==> src/rtl/serial_pattern_tx_pkg.sv <==
// Shared definitions for the serial pattern transmitter: FSM state encoding,
// the "101" pattern constant and a helper that sizes the bit index.
package serial_pattern_tx_pkg;

    typedef enum logic [1:0] {
        ST_IDLE  = 2'd0,
        ST_SHIFT = 2'd1,
        ST_GAP   = 2'd2
    } state_t;

    localparam logic [2:0] PATTERN = 3'b101;

    function automatic int idx_width(input int width);
        return (width > 1) ? $clog2(width) : 1;
    endfunction

endpackage

==> src/rtl/seq_101_counter.sv <==
// Saturating counter of overlapping "101" occurrences on a serial bit line.
// It can also sit beside a detector as an independent reference count.
module seq_101_counter
    import serial_pattern_tx_pkg::*;
#(
    parameter int CNT_W = 8
) (
    input  logic             i_clk,
    input  logic             i_reset,
    input  logic             i_bit,
    output logic [CNT_W-1:0] o_count
);

    logic [1:0]       r_hist;
    logic [CNT_W-1:0] r_count;
    logic             w_hit;
    logic             w_sat;

    assign w_hit = ({r_hist, i_bit} == PATTERN);
    assign w_sat = (r_count == {CNT_W{1'b1}});

    // The history keeps shifting every cycle, so overlapping matches are counted.
    always_ff @(posedge i_clk or negedge i_reset) begin
        if (!i_reset) begin
            r_hist  <= '0;
            r_count <= '0;
        end else begin
            r_hist <= {r_hist[0], i_bit};
            if (w_hit && !w_sat) begin
                r_count <= r_count + 1'b1;
            end
        end
    end

    assign o_count = r_count;

endmodule

==> src/rtl/serial_pattern_tx.sv <==
// Serialises accepted parallel words MSB-first onto a single registered line,
// with optional idle gap between words and a running "101" self-check count.
module serial_pattern_tx
    import serial_pattern_tx_pkg::*;
#(
    parameter int WIDTH = 8,
    parameter int GAP   = 1,
    parameter int CNT_W = 8
) (
    input  logic             i_clk,
    input  logic             i_reset,
    input  logic [WIDTH-1:0] i_data_in,
    input  logic             i_data_valid,
    output logic             o_data_ready,
    output logic             o_out,
    output logic             o_frame,
    output logic             o_busy,
    output logic             o_done,
    output logic [CNT_W-1:0] o_match_cnt
);

    localparam int              IDX_W    = idx_width(WIDTH);
    localparam logic [IDX_W-1:0] LAST_IDX = IDX_W'(WIDTH - 1);
    localparam logic [3:0]      GAP_LOAD = (GAP > 0) ? 4'(GAP - 1) : 4'd0;

    state_t           r_state;
    state_t           w_state_nxt;
    logic [WIDTH-1:0] r_shift;
    logic [WIDTH-1:0] w_shift_nxt;
    logic [IDX_W-1:0] r_idx;
    logic [IDX_W-1:0] w_idx_nxt;
    logic [3:0]       r_gap_cnt;
    logic [3:0]       w_gap_cnt_nxt;
    logic             r_out;
    logic             w_out_nxt;
    logic             r_frame;
    logic             w_frame_nxt;
    logic             r_done;
    logic             w_done_nxt;
    logic             w_accept;

    // r_idx counts bits still to follow the one on the line; zero means last bit.
    assign o_data_ready = (r_state == ST_IDLE) ||
                          ((GAP == 0) && (r_state == ST_SHIFT) && (r_idx == '0));
    assign w_accept     = i_data_valid && o_data_ready;

    always_ff @(posedge i_clk or negedge i_reset) begin
        if (!i_reset) begin
            r_state   <= ST_IDLE;
            r_shift   <= '0;
            r_idx     <= '0;
            r_gap_cnt <= '0;
            r_out     <= 1'b0;
            r_frame   <= 1'b0;
            r_done    <= 1'b0;
        end else begin
            r_state   <= w_state_nxt;
            r_shift   <= w_shift_nxt;
            r_idx     <= w_idx_nxt;
            r_gap_cnt <= w_gap_cnt_nxt;
            r_out     <= w_out_nxt;
            r_frame   <= w_frame_nxt;
            r_done    <= w_done_nxt;
        end
    end

    always_comb begin
        w_state_nxt   = r_state;
        w_shift_nxt   = r_shift;
        w_idx_nxt     = r_idx;
        w_gap_cnt_nxt = r_gap_cnt;
        w_out_nxt     = 1'b0;
        w_frame_nxt   = 1'b0;
        w_done_nxt    = 1'b0;

        // Accept can only occur in IDLE or on the last bit of a gapless stream.
        if (w_accept) begin
            w_state_nxt = ST_SHIFT;
            w_out_nxt   = i_data_in[WIDTH-1];
            w_shift_nxt = {i_data_in[WIDTH-2:0], 1'b0};
            w_idx_nxt   = LAST_IDX;
            w_frame_nxt = 1'b1;
        end else begin
            unique case (r_state)
                ST_IDLE: begin
                    w_state_nxt = ST_IDLE;
                end
                ST_SHIFT: begin
                    if (r_idx != '0) begin
                        w_out_nxt   = r_shift[WIDTH-1];
                        w_shift_nxt = {r_shift[WIDTH-2:0], 1'b0};
                        w_idx_nxt   = r_idx - 1'b1;
                        w_frame_nxt = 1'b1;
                        w_done_nxt  = (r_idx == IDX_W'(1));
                    end else if (GAP > 0) begin
                        w_state_nxt   = ST_GAP;
                        w_gap_cnt_nxt = GAP_LOAD;
                    end else begin
                        w_state_nxt = ST_IDLE;
                    end
                end
                ST_GAP: begin
                    if (r_gap_cnt == 4'd0) begin
                        w_state_nxt = ST_IDLE;
                    end else begin
                        w_gap_cnt_nxt = r_gap_cnt - 4'd1;
                    end
                end
                default: begin
                    w_state_nxt = ST_IDLE;
                end
            endcase
        end
    end

    assign o_out   = r_out;
    assign o_frame = r_frame;
    assign o_busy  = (r_state != ST_IDLE);
    assign o_done  = r_done;

    seq_101_counter #(
        .CNT_W(CNT_W)
    ) u_cnt (
        .i_clk   (i_clk),
        .i_reset (i_reset),
        .i_bit   (r_out),
        .o_count (o_match_cnt)
    );

endmodule
==> config.mk <==
export PLATFORM = sky130hd
export DESIGN_NAME = serial_pattern_tx
export DESIGN_NICKNAME = d
export VERILOG_FILES = /design/src/rtl/serial_pattern_tx_pkg.sv /design/src/rtl/seq_101_counter.sv /design/src/rtl/serial_pattern_tx.sv
export SDC_FILE = /design/constraint.sdc
export NUM_CORES = 1
export LEC_CHECK = 0
export BUFFER_PORTS_ARGS = -buffer_cell sky130_fd_sc_hd__clkbuf_2
export CAP_MARGIN = 30
export CORE_MARGIN = 2
export CORE_UTILIZATION = 60
export DETAILED_ROUTE_END_ITERATION = 12
export PLACE_DENSITY = 0.84
export SETUP_SLACK_MARGIN = 0.5
export SLEW_MARGIN = 20
export SYNTH_ARGS = -nofsm -noshare
export SYNTH_HDL_FRONTEND = slang
export SYNTH_SLANG_ARGS = --single-unit
==> constraint.sdc <==
create_clock -name i_clk -period 4.5 [get_ports i_clk]
set_input_delay 0.225 -clock i_clk [delete_from_list [all_inputs] [get_ports i_clk]]
set_output_delay 0.225 -clock i_clk [all_outputs]
set_load 0.03 [all_outputs]
### Word-level counts from Yosys, hierarchy flattened

Cells that the tools add are included.
Widths: inputs -> output; s select.

* add/subtract/negate cells: 3
* equality and inequality tests: 9
* mux-type cells: 22
* bitwise gates (word level): 1
* reductions and logical operators: 13

Operators with widths (number)
* $mux 8: 3
* $mux 1: 9
* $mux 3: 3
* $add 8x1->8 const B: 1
* $eq 8x8->1 const B: 1
* $mux 4: 2
* $pmux 4 s2: 1
* $reduce_bool 2->1: 4
* $mux 2: 3
* $ne 3x3->1 const B: 2
* $logic_not 4->1: 1
* $ne 2x2->1 const B: 2
* $pmux 2 s2: 1
* $reduce_and 2->1: 2
* $reduce_and 4->1: 1
* $sub 4x1->4 const B: 1
* $eq 3x1->1 const B: 1
* $eq 3x3->1 const B: 1
* $reduce_bool 3->1: 1
* $sub 3x1->3 const B: 1
* $eq 2x1->1 const B: 1
* $eq 2x2->1 const B: 1
* $logic_and 1x1->1: 2
* $logic_not 2->1: 1
* 2 further kinds: 2

* flip-flop bits (word level): 30
* input bits: 11
* output and inout bits: 13

### Logic depth before layout (Yosys ltp)

Gate-level depths: netlist (run 1).

* depth after elaboration: 4
* mapped depth: 6
* gate-level depth less buffers: 5

### By module

A second synthesis (run 1) with hierarchy kept.

* cell total of the unflattened synthesis: 137
* area, all modules: 1483.9 µm²

By module, submodules not included
* serial_pattern_tx: instances 1, cells each 100, area an instance 1041.0 µm², seq. area each 475.5 µm²
* seq_101_counter: instances 1, cells each 37, area an instance 442.9 µm², seq. area each 250.2 µm²

### Worst setup path before layout (run 1)

No wires, ideal clock.

* kind: register -> register
* start: register r_state[0]
* end: register r_state[1]
* setup time: 0.128 ns
* arrival: 1.746 ns
* path slack: 2.626 ns
* cell stages (with the launch flop): 7
* buffers on the path: 1
* cells stage by stage: dfrtp_1 -> inv_1 -> ha_1 -> nand2_2 -> buf_6 -> a32oi_2 -> mux2_1

* cells in the longest elaborated chain, start to end: 4
* elaborated cells on any way between the ends: 9
* classes of those cells: eq/ne: 4; mux: 2; reduce/logical: 3

Ends and longest elaborated chain
* from (decl): RTL line serial_pattern_tx.sv:26 `state_t r_state;`
* from (signal assigned): RTL line serial_pattern_tx.sv:57 `r_state <= w_state_nxt;`
* $logic_not 2->1 (*): RTL line serial_pattern_tx.sv:43 `assign o_data_ready = (r_state == ST_IDLE) ||`
* net o_data_ready: RTL line serial_pattern_tx.sv:14 `output logic o_data_ready,`
* $logic_and 1x1->1 (*): RTL line serial_pattern_tx.sv:45 `assign w_accept = i_data_valid && o_data_ready;`
* $ne 3x3->1 (no source line)
* $reduce_and 2->1 (no source line)

The timed path passes the listed nets; every way through them passes the cells marked *.
A chain may end at the register's enable or synchronous reset.

### Final worst setup path (run 1)

* start: register r_state[0]
* end: register r_shift[5]

* cells in the longest elaborated chain, start to end: 4
* elaborated cells on any way between the ends: 7
* classes of those cells: eq/ne: 1; mux: 1; reduce/logical: 5

Ends and longest elaborated chain
* $logic_not 2->1: RTL line serial_pattern_tx.sv:43
* $logic_and 1x1->1: RTL line serial_pattern_tx.sv:45
* $reduce_bool 2->1 (no source line)
* $reduce_and 2->1 (no source line)
* to (signal assigned): RTL line serial_pattern_tx.sv:58 `r_shift <= w_shift_nxt;`
* to (decl): RTL line serial_pattern_tx.sv:28 `logic [WIDTH-1:0] r_shift;`

Several ways; a longest one is shown, not always the timed one.

==> impl_metrics.json, run 1 <==
{
  "syn_nets": 160,
  "netlist_instances": 139,
  "cts.repair.resized": 0,
  "ys_seq_area_frac": 0.4563,
  "die_h_um": 55.48,
  "path_class": "reg2reg",
  "clock-skew-final_ns": 0.006860,
  "cp.required_ns": 4.70,
  "coreArea_sq_mm": 0.002500,
  "cp-start-kind": "flop",
  "ir_drop_uv": 549.4,
  "via_per_inst": 5.820,
  "fin_util": 0.7377,
  "cp-end-kind": "flop",
  "p_leak_nw": 0.8937,
  "reg2reg_to": "r_shift[5]",
  "finalCriticalPeriod_ns": 1.984,
  "wl_per_cell_um": 15.45,
  "cts_buffers": 5,
  "hold_start": "i_data_in[7]",
  "initial_core_util": 0.6361,
  "clock_path_buffers": 2,
  "dp_hpwl_um": 2212,
  "post_synth_num_cell_types": 39,
  "drc": 0,
  "fin_crit_sh": 0.4409,
  "layout_setup_ws_ns": 2.516,
  "wirelength_um": 3089,
  "place_area_sq_mm": 0.001732,
  "antenna_found_initial": 0,
  "die_x_um": 55.48,
  "dieArea_sq_mm": 0.003078,
  "synthArstFlopShare": 1.000,
  "synth-edff-count": 0,
  "crit_slowest_cell": "a31oi_4",
  "grt_pass1_wl_um": 5071,
  "dr.pass1.iters": 4,
  "clock_sinks": 29,
  "pre_cts_ws_ns": 2.561,
  "syn_area_per_cell_sq_um": 11.44,
  "grt_use_total": 0.2113,
  "grt_pass1_vias": 1155,
  "tns_ns": 0,
  "ys_top_cells_by_area": "dfrtp_1, ha_1, mux2_2",
  "antenna_cells": 0,
  "grt_max_degree": 30,
  "cp_max_fo": 11,
  "ys_warn_count": 0,
  "io_pins": 24,
  "root_buffer": "clkbuf_4",
  "status": "completed",
  "worst-path-buf-inv": 1,
  "cp_top_family": "compound AO/OA/AOI/OAI gates",
  "cts_tree": "built",
  "rsz0062_at_grt": "no",
  "hold_viol_final": 0,
  "rr_worst_depth": 5,
  "yosysTopAreaCell": "dfrtp_1",
  "clkTransAtPathRegs_ns": 0.10,
  "cp.depth": 5,
  "synth_flop_cell": "dfrtp_1",
  "syn_to_final_growth_pct": 15.97,
  "max_freq_mhz": 504.0,
  "worst_slew_pin_slew_ns": 0.7165,
  "slew_headroom": 0.5223,
  "power_density_mw_per_mm2": 613.0,
  "ys_ff_latch": 29,
  "synth_top_area_share": 0.4563,
  "gp_congestion": 0.7892,
  "max_stage_delay_ns": 0.43,
  "drive_above_1_share": 0.3059,
  "hold_path.class": "in2reg",
  "setup_viol": 0,
  "num-nets-final": 190,
  "worstPathArrival_ns": 2.19,
  "drtAntennaViolNets": 0,
  "io_buffers": 23,
  "drv_slew": 0,
  "r2r_slack_ns": 2.52,
  "min_to": "o_out",
  "r2r_start": "r_state[0]",
  "post_cts_buffers": 0,
  "synth.cell_area_sq_mm": 0.001590,
  "insertion_delay_ns": 0.31,
  "path_cells": "inv_1 -> ha_1 -> nand2_2 -> a31oi_4 -> mux2_2",
  "row_count": 18,
  "stdcell_area_sq_mm": 0.001844,
  "cap_violations": 0,
  "fill_cells": 169,
  "drt_iter0_markers": 25,
  "htreeDepth": 2,
  "cts_hold_buf": 1,
  "vias": 1164,
  "overflow": 0,
  "hold_depth": 2
}
-- registers in the layout (all words and copies together), names as in the netlist --
register,count
u_cnt.r_hist,2
r_state,2
o_out,1
r_idx,3
u_cnt.o_count,8
o_done,1
r_gap_cnt,4
o_frame,1
r_shift,7
-- cell usage in the layout, fill, tap and decap left out, drive strengths merged, types with 2 or more instances in the layout --
cell,synthesis,routed
a211oi,3,3
a21boi,2,2
a21oi,2,2
bufinv,0,2
clkbuf,0,28
dfrtp,29,29
ha,10,10
inv,14,14
mux2,18,18
nand2,15,15
nand3,6,6
nor2,2,2
nor2b,3,3
nor3,2,2
nor3b,2,2
nor4,2,2
o2111ai,3,3
o21ai,2,2
o221ai,4,4
xor2,2,2
-- worst max-delay path by stage --
stage	from	endpoint
floorplan	r_state[0]	r_state[1]
global placement	r_state[0]	r_shift[5]
detailed placement	r_state[0]	r_shift[6]
CTS	r_state[0]	r_shift[5]
global route	r_state[0]	r_shift[5]
finish	r_state[0]	r_shift[5]
-- synthesized netlist by cell type (all sizes together) (2+ instances only) --
cell      n
nor2b     3
ha       10
nand3     6
inv      14
a21boi    2
o221ai    4
nor4      2
nand2    15
xor2      2
dfrtp    29
o2111ai   3
a21oi     2
nor2      2
o21ai     2
mux2     18
nor3b     2
nor3      2
a211oi    3
-- metal layers --
metal / wire length [um] / track usage
met5: 0 / 0
met4: 73 / 0.1010
met3: 159 / 0.07026
met2: 1489 / 0.3316
met1: 1367 / 0.2619
-- metrics by stage --
step	total power, mW	instances	hold WS [ns]
2_1_floorplan	0.7598	139	-0.07059
3_3_place_gp	0.8393	191	0.2965
3_5_place_dp	0.8677	191	0.3053
4_1_cts	1.137	200	0.1443
5_1_grt	1.203	200	0.1461
6_report	1.131	200	0.1571
-- cell families (layout without fill, tap and decap cells) --
kind of cell | Yosys count | count (layout) | synth area share
simple gates | 38 | 38 | 0.1251
fa+ha+maj | 10 | 10 | 0.07868
xor+xnor | 3 | 3 | 0.01653
buf+inv | 15 | 46 | 0.04013
compound gates | 25 | 25 | 0.1353
mux | 19 | 19 | 0.1479
flops | 29 | 29 | 0.4563
-- area by class of cell --
class	count	area, sq um	area share
inverters	14	52.55	0.02849
clock inverters	3	65.06	0.03528
well taps	30	37.54	0.02035
flip-flops and latches	29	725.7	0.3935
clock buffers	5	37.54	0.02035
repair buffers	24	125.1	0.06784
multi-input cells	95	800.8	0.4342
-- power breakdown --
part | total (mW) | internal [mW] | switching, mW
sequential | 0.393 | 0.338 | 0.0550
clock | 0.262 | 0.172 | 0.0904
combinational | 0.475 | 0.206 | 0.269
total | 1.13 | 0.716 | 0.414
-- worst reg2reg max path, delay by kind of cell (launching register included) --
family / cells / cell delay [ns]
AO/OA/AOI/OAI: 1 / 0.43
buffers and inverters: 1 / 0.15
multiplexers: 1 / 0.39
flip-flops: 1 / 0.41
adder cells (fa/ha/maj): 1 / 0.25
AND/OR/NAND/NOR: 1 / 0.24
(Power assumes the default switching activity.)
==> run 2, diff against run 1 <==
--- a/config.mk
+++ b/config.mk
@@ -8,9 +8,9 @@
 export BUFFER_PORTS_ARGS = -buffer_cell sky130_fd_sc_hd__clkbuf_2
 export CAP_MARGIN = 30
 export CORE_MARGIN = 2
-export CORE_UTILIZATION = 60
+export CORE_UTILIZATION = 56
 export DETAILED_ROUTE_END_ITERATION = 12
-export PLACE_DENSITY = 0.84
+export PLACE_DENSITY = 0.8
 export SETUP_SLACK_MARGIN = 0.5
 export SLEW_MARGIN = 20
 export SYNTH_ARGS = -nofsm -noshare
==> constraint.sdc (replaced) <==
create_clock -name i_clk -period 1.9 [get_ports i_clk]
set_input_delay 0.095 -clock i_clk [delete_from_list [all_inputs] [get_ports i_clk]]
set_output_delay 0.095 -clock i_clk [all_outputs]
set_load 0.03 [all_outputs]
==> impl_metrics.json, run 2 (synthesis results as in run 1) <==
{
  "status": "completed",
  "antenna_found_initial": 0,
  "die_h_um": 57.29,
  "grt_max_degree": 30,
  "worst_slew_pin_slew_ns": 0.7111,
  "htreeDepth": 2,
  "worstPathArrival_ns": 1.92,
  "tns_ns": 0,
  "largest_reg_flops": 8,
  "io_pins": 24,
  "crit_top_cell": "buf_6",
  "insertion_delay_ns": 0.34,
  "num-nets-final": 223,
  "row_count": 19,
  "cp-start-kind": "flop",
  "setup_viol": 0,
  "cts_tree": "built",
  "clock_path_buffers": 2,
  "clock-skew-final_ns": 0.009905,
  "hold_viol_final": 0,
  "layout_commonest_cell": "dfrtp_1",
  "root_buffer": "clkbuf_4",
  "via_per_inst": 5.987,
  "clock_sinks": 29,
  "cp.required_ns": 2.13,
  "max_freq_mhz": 593.6,
  "io_buffers": 23,
  "fill_cells": 115,
  "dp_hpwl_um": 2353,
  "mostFrequentLayoutCells": "dfrtp_1, clkbuf_2, buf_4",
  "rsz0062_at_grt": "yes",
  "power_density_mw_per_mm2": 1436,
  "min_to": "r_shift[1]",
  "rr_worst_depth": 8,
  "r2r_start": "r_state[1]",
  "slew_headroom": 0.5259,
  "max_stage_delay_ns": 0.41,
  "worst-path-buf-inv": 4,
  "cap_violations": 0,
  "finalCriticalPeriod_ns": 1.685,
  "reg2reg_to": "r_idx[0]",
  "wirelength_um": 4356,
  "overflow": 0,
  "drv_slew": 0,
  "gp_congestion": 0.8022,
  "crit_start": "r_state[1]",
  "cp_top_family": "buffers and inverters",
  "holdWs_ns": 0.03093,
  "crit_slowest_cell": "dfrtp_1",
  "grt_pass1_wl_um": 6803,
  "drive_above_1_share": 0.6010,
  "p_leak_nw": 1.096,
  "antenna_cells": 0,
  "wl_per_cell_um": 18.62,
  "hold_path.class": "in2reg",
  "cp_max_fo": 4,
  "vias": 1401,
  "dr.pass1.iters": 4,
  "drt_iter0_markers": 77,
  "die_x_um": 57.29,
  "dieArea_sq_mm": 0.003282,
  "hold_start": "i_data_in[0]",
  "r2r_slack_ns": 0.22,
  "syn_to_final_growth_pct": 52.40,
  "hold_depth": 3,
  "coreArea_sq_mm": 0.002734,
  "path_cells": "inv_2 -> buf_6 -> ha_4 -> a21oi_4 -> a31oi_4 -> buf_6 -> buf_16 -> mux2_4",
  "drtAntennaViolNets": 0,
  "clkTransAtPathRegs_ns": 0.10,
  "initial_core_util": 0.5817,
  "ir_drop_uv": 1600,
  "grt_pass1_vias": 1434,
  "cp-end-kind": "flop",
  "grt_use_total": 0.2799,
  "drc": 0,
  "path_class": "reg2reg",
  "fin_crit_sh": 0.8867,
  "cts_buffers": 5
}
## run 2: worst max path at each step
stage | end | depth (start not counted)
after floorplan | r_state[1] | 5
after global routing | r_idx[0] | 8
after detailed placement | r_state[1] | 5
final | r_idx[0] | 8
after global placement | r_state[1] | 5
after CTS | r_state[1] | 5
## run 2: repair_timing
action	CTS	global route
pin swaps	5	13
cloned	1	0
setup buffers	24	7
hold endpoints to repair	30	0
endpoints found under the setup margin	19	25
resized for setup	20	34
hold buffers	2	0
## run 2: power by group
group	internal, mW	switching [mW]	leakage, nW
Combinational	1.11	0.947	0.690
Sequential	0.807	0.166	0.364
Clock	0.214	0.241	0.0413
## run 2: routing by layer
layer  vias up  global-route usage  routed length [um]
li1        635                   -                   -
met1       700              0.3269                1800
met2        47              0.4795                2184
met3        19             0.04762                 198
met4         0              0.1694                 172
met5         -                   0                   0
## run 2: final cells by class
class	count	area, sq um	share of cell area
multi-input combinational	95	1064	0.4388
sequential	29	734.5	0.3030
timing repair buffer	57	460.4	0.1900
clock buffer	7	65.06	0.02685
inverter	14	56.30	0.02323
tap	31	38.79	0.01600
clock inverter	1	5.005	0.002065
## run 2: per-stage QoR
stage	setup WS (ns)	power, mW	cell area [sq um]	std cells	util
6_report	0.2153	3.481	2424	234	0.8865
5_1_grt	0.1759	3.658	2424	234	0.8865
4_1_cts	0.2443	3.099	2203	227	0.8060
3_5_place_dp	0.1078	2.198	1804	192	0.6600
3_3_place_gp	0.1813	2.113	1804	192	0.6600
2_1_floorplan	0.2132	1.925	1662	139	-
## run 2: worst register-to-register path: stages (launching register included)
cell,delay (ns)
dfrtp_1,0.41
inv_2,0.13
buf_6,0.12
ha_4,0.15
a21oi_4,0.05
a31oi_4,0.18
buf_6,0.14
buf_16,0.11
mux2_4,0.29
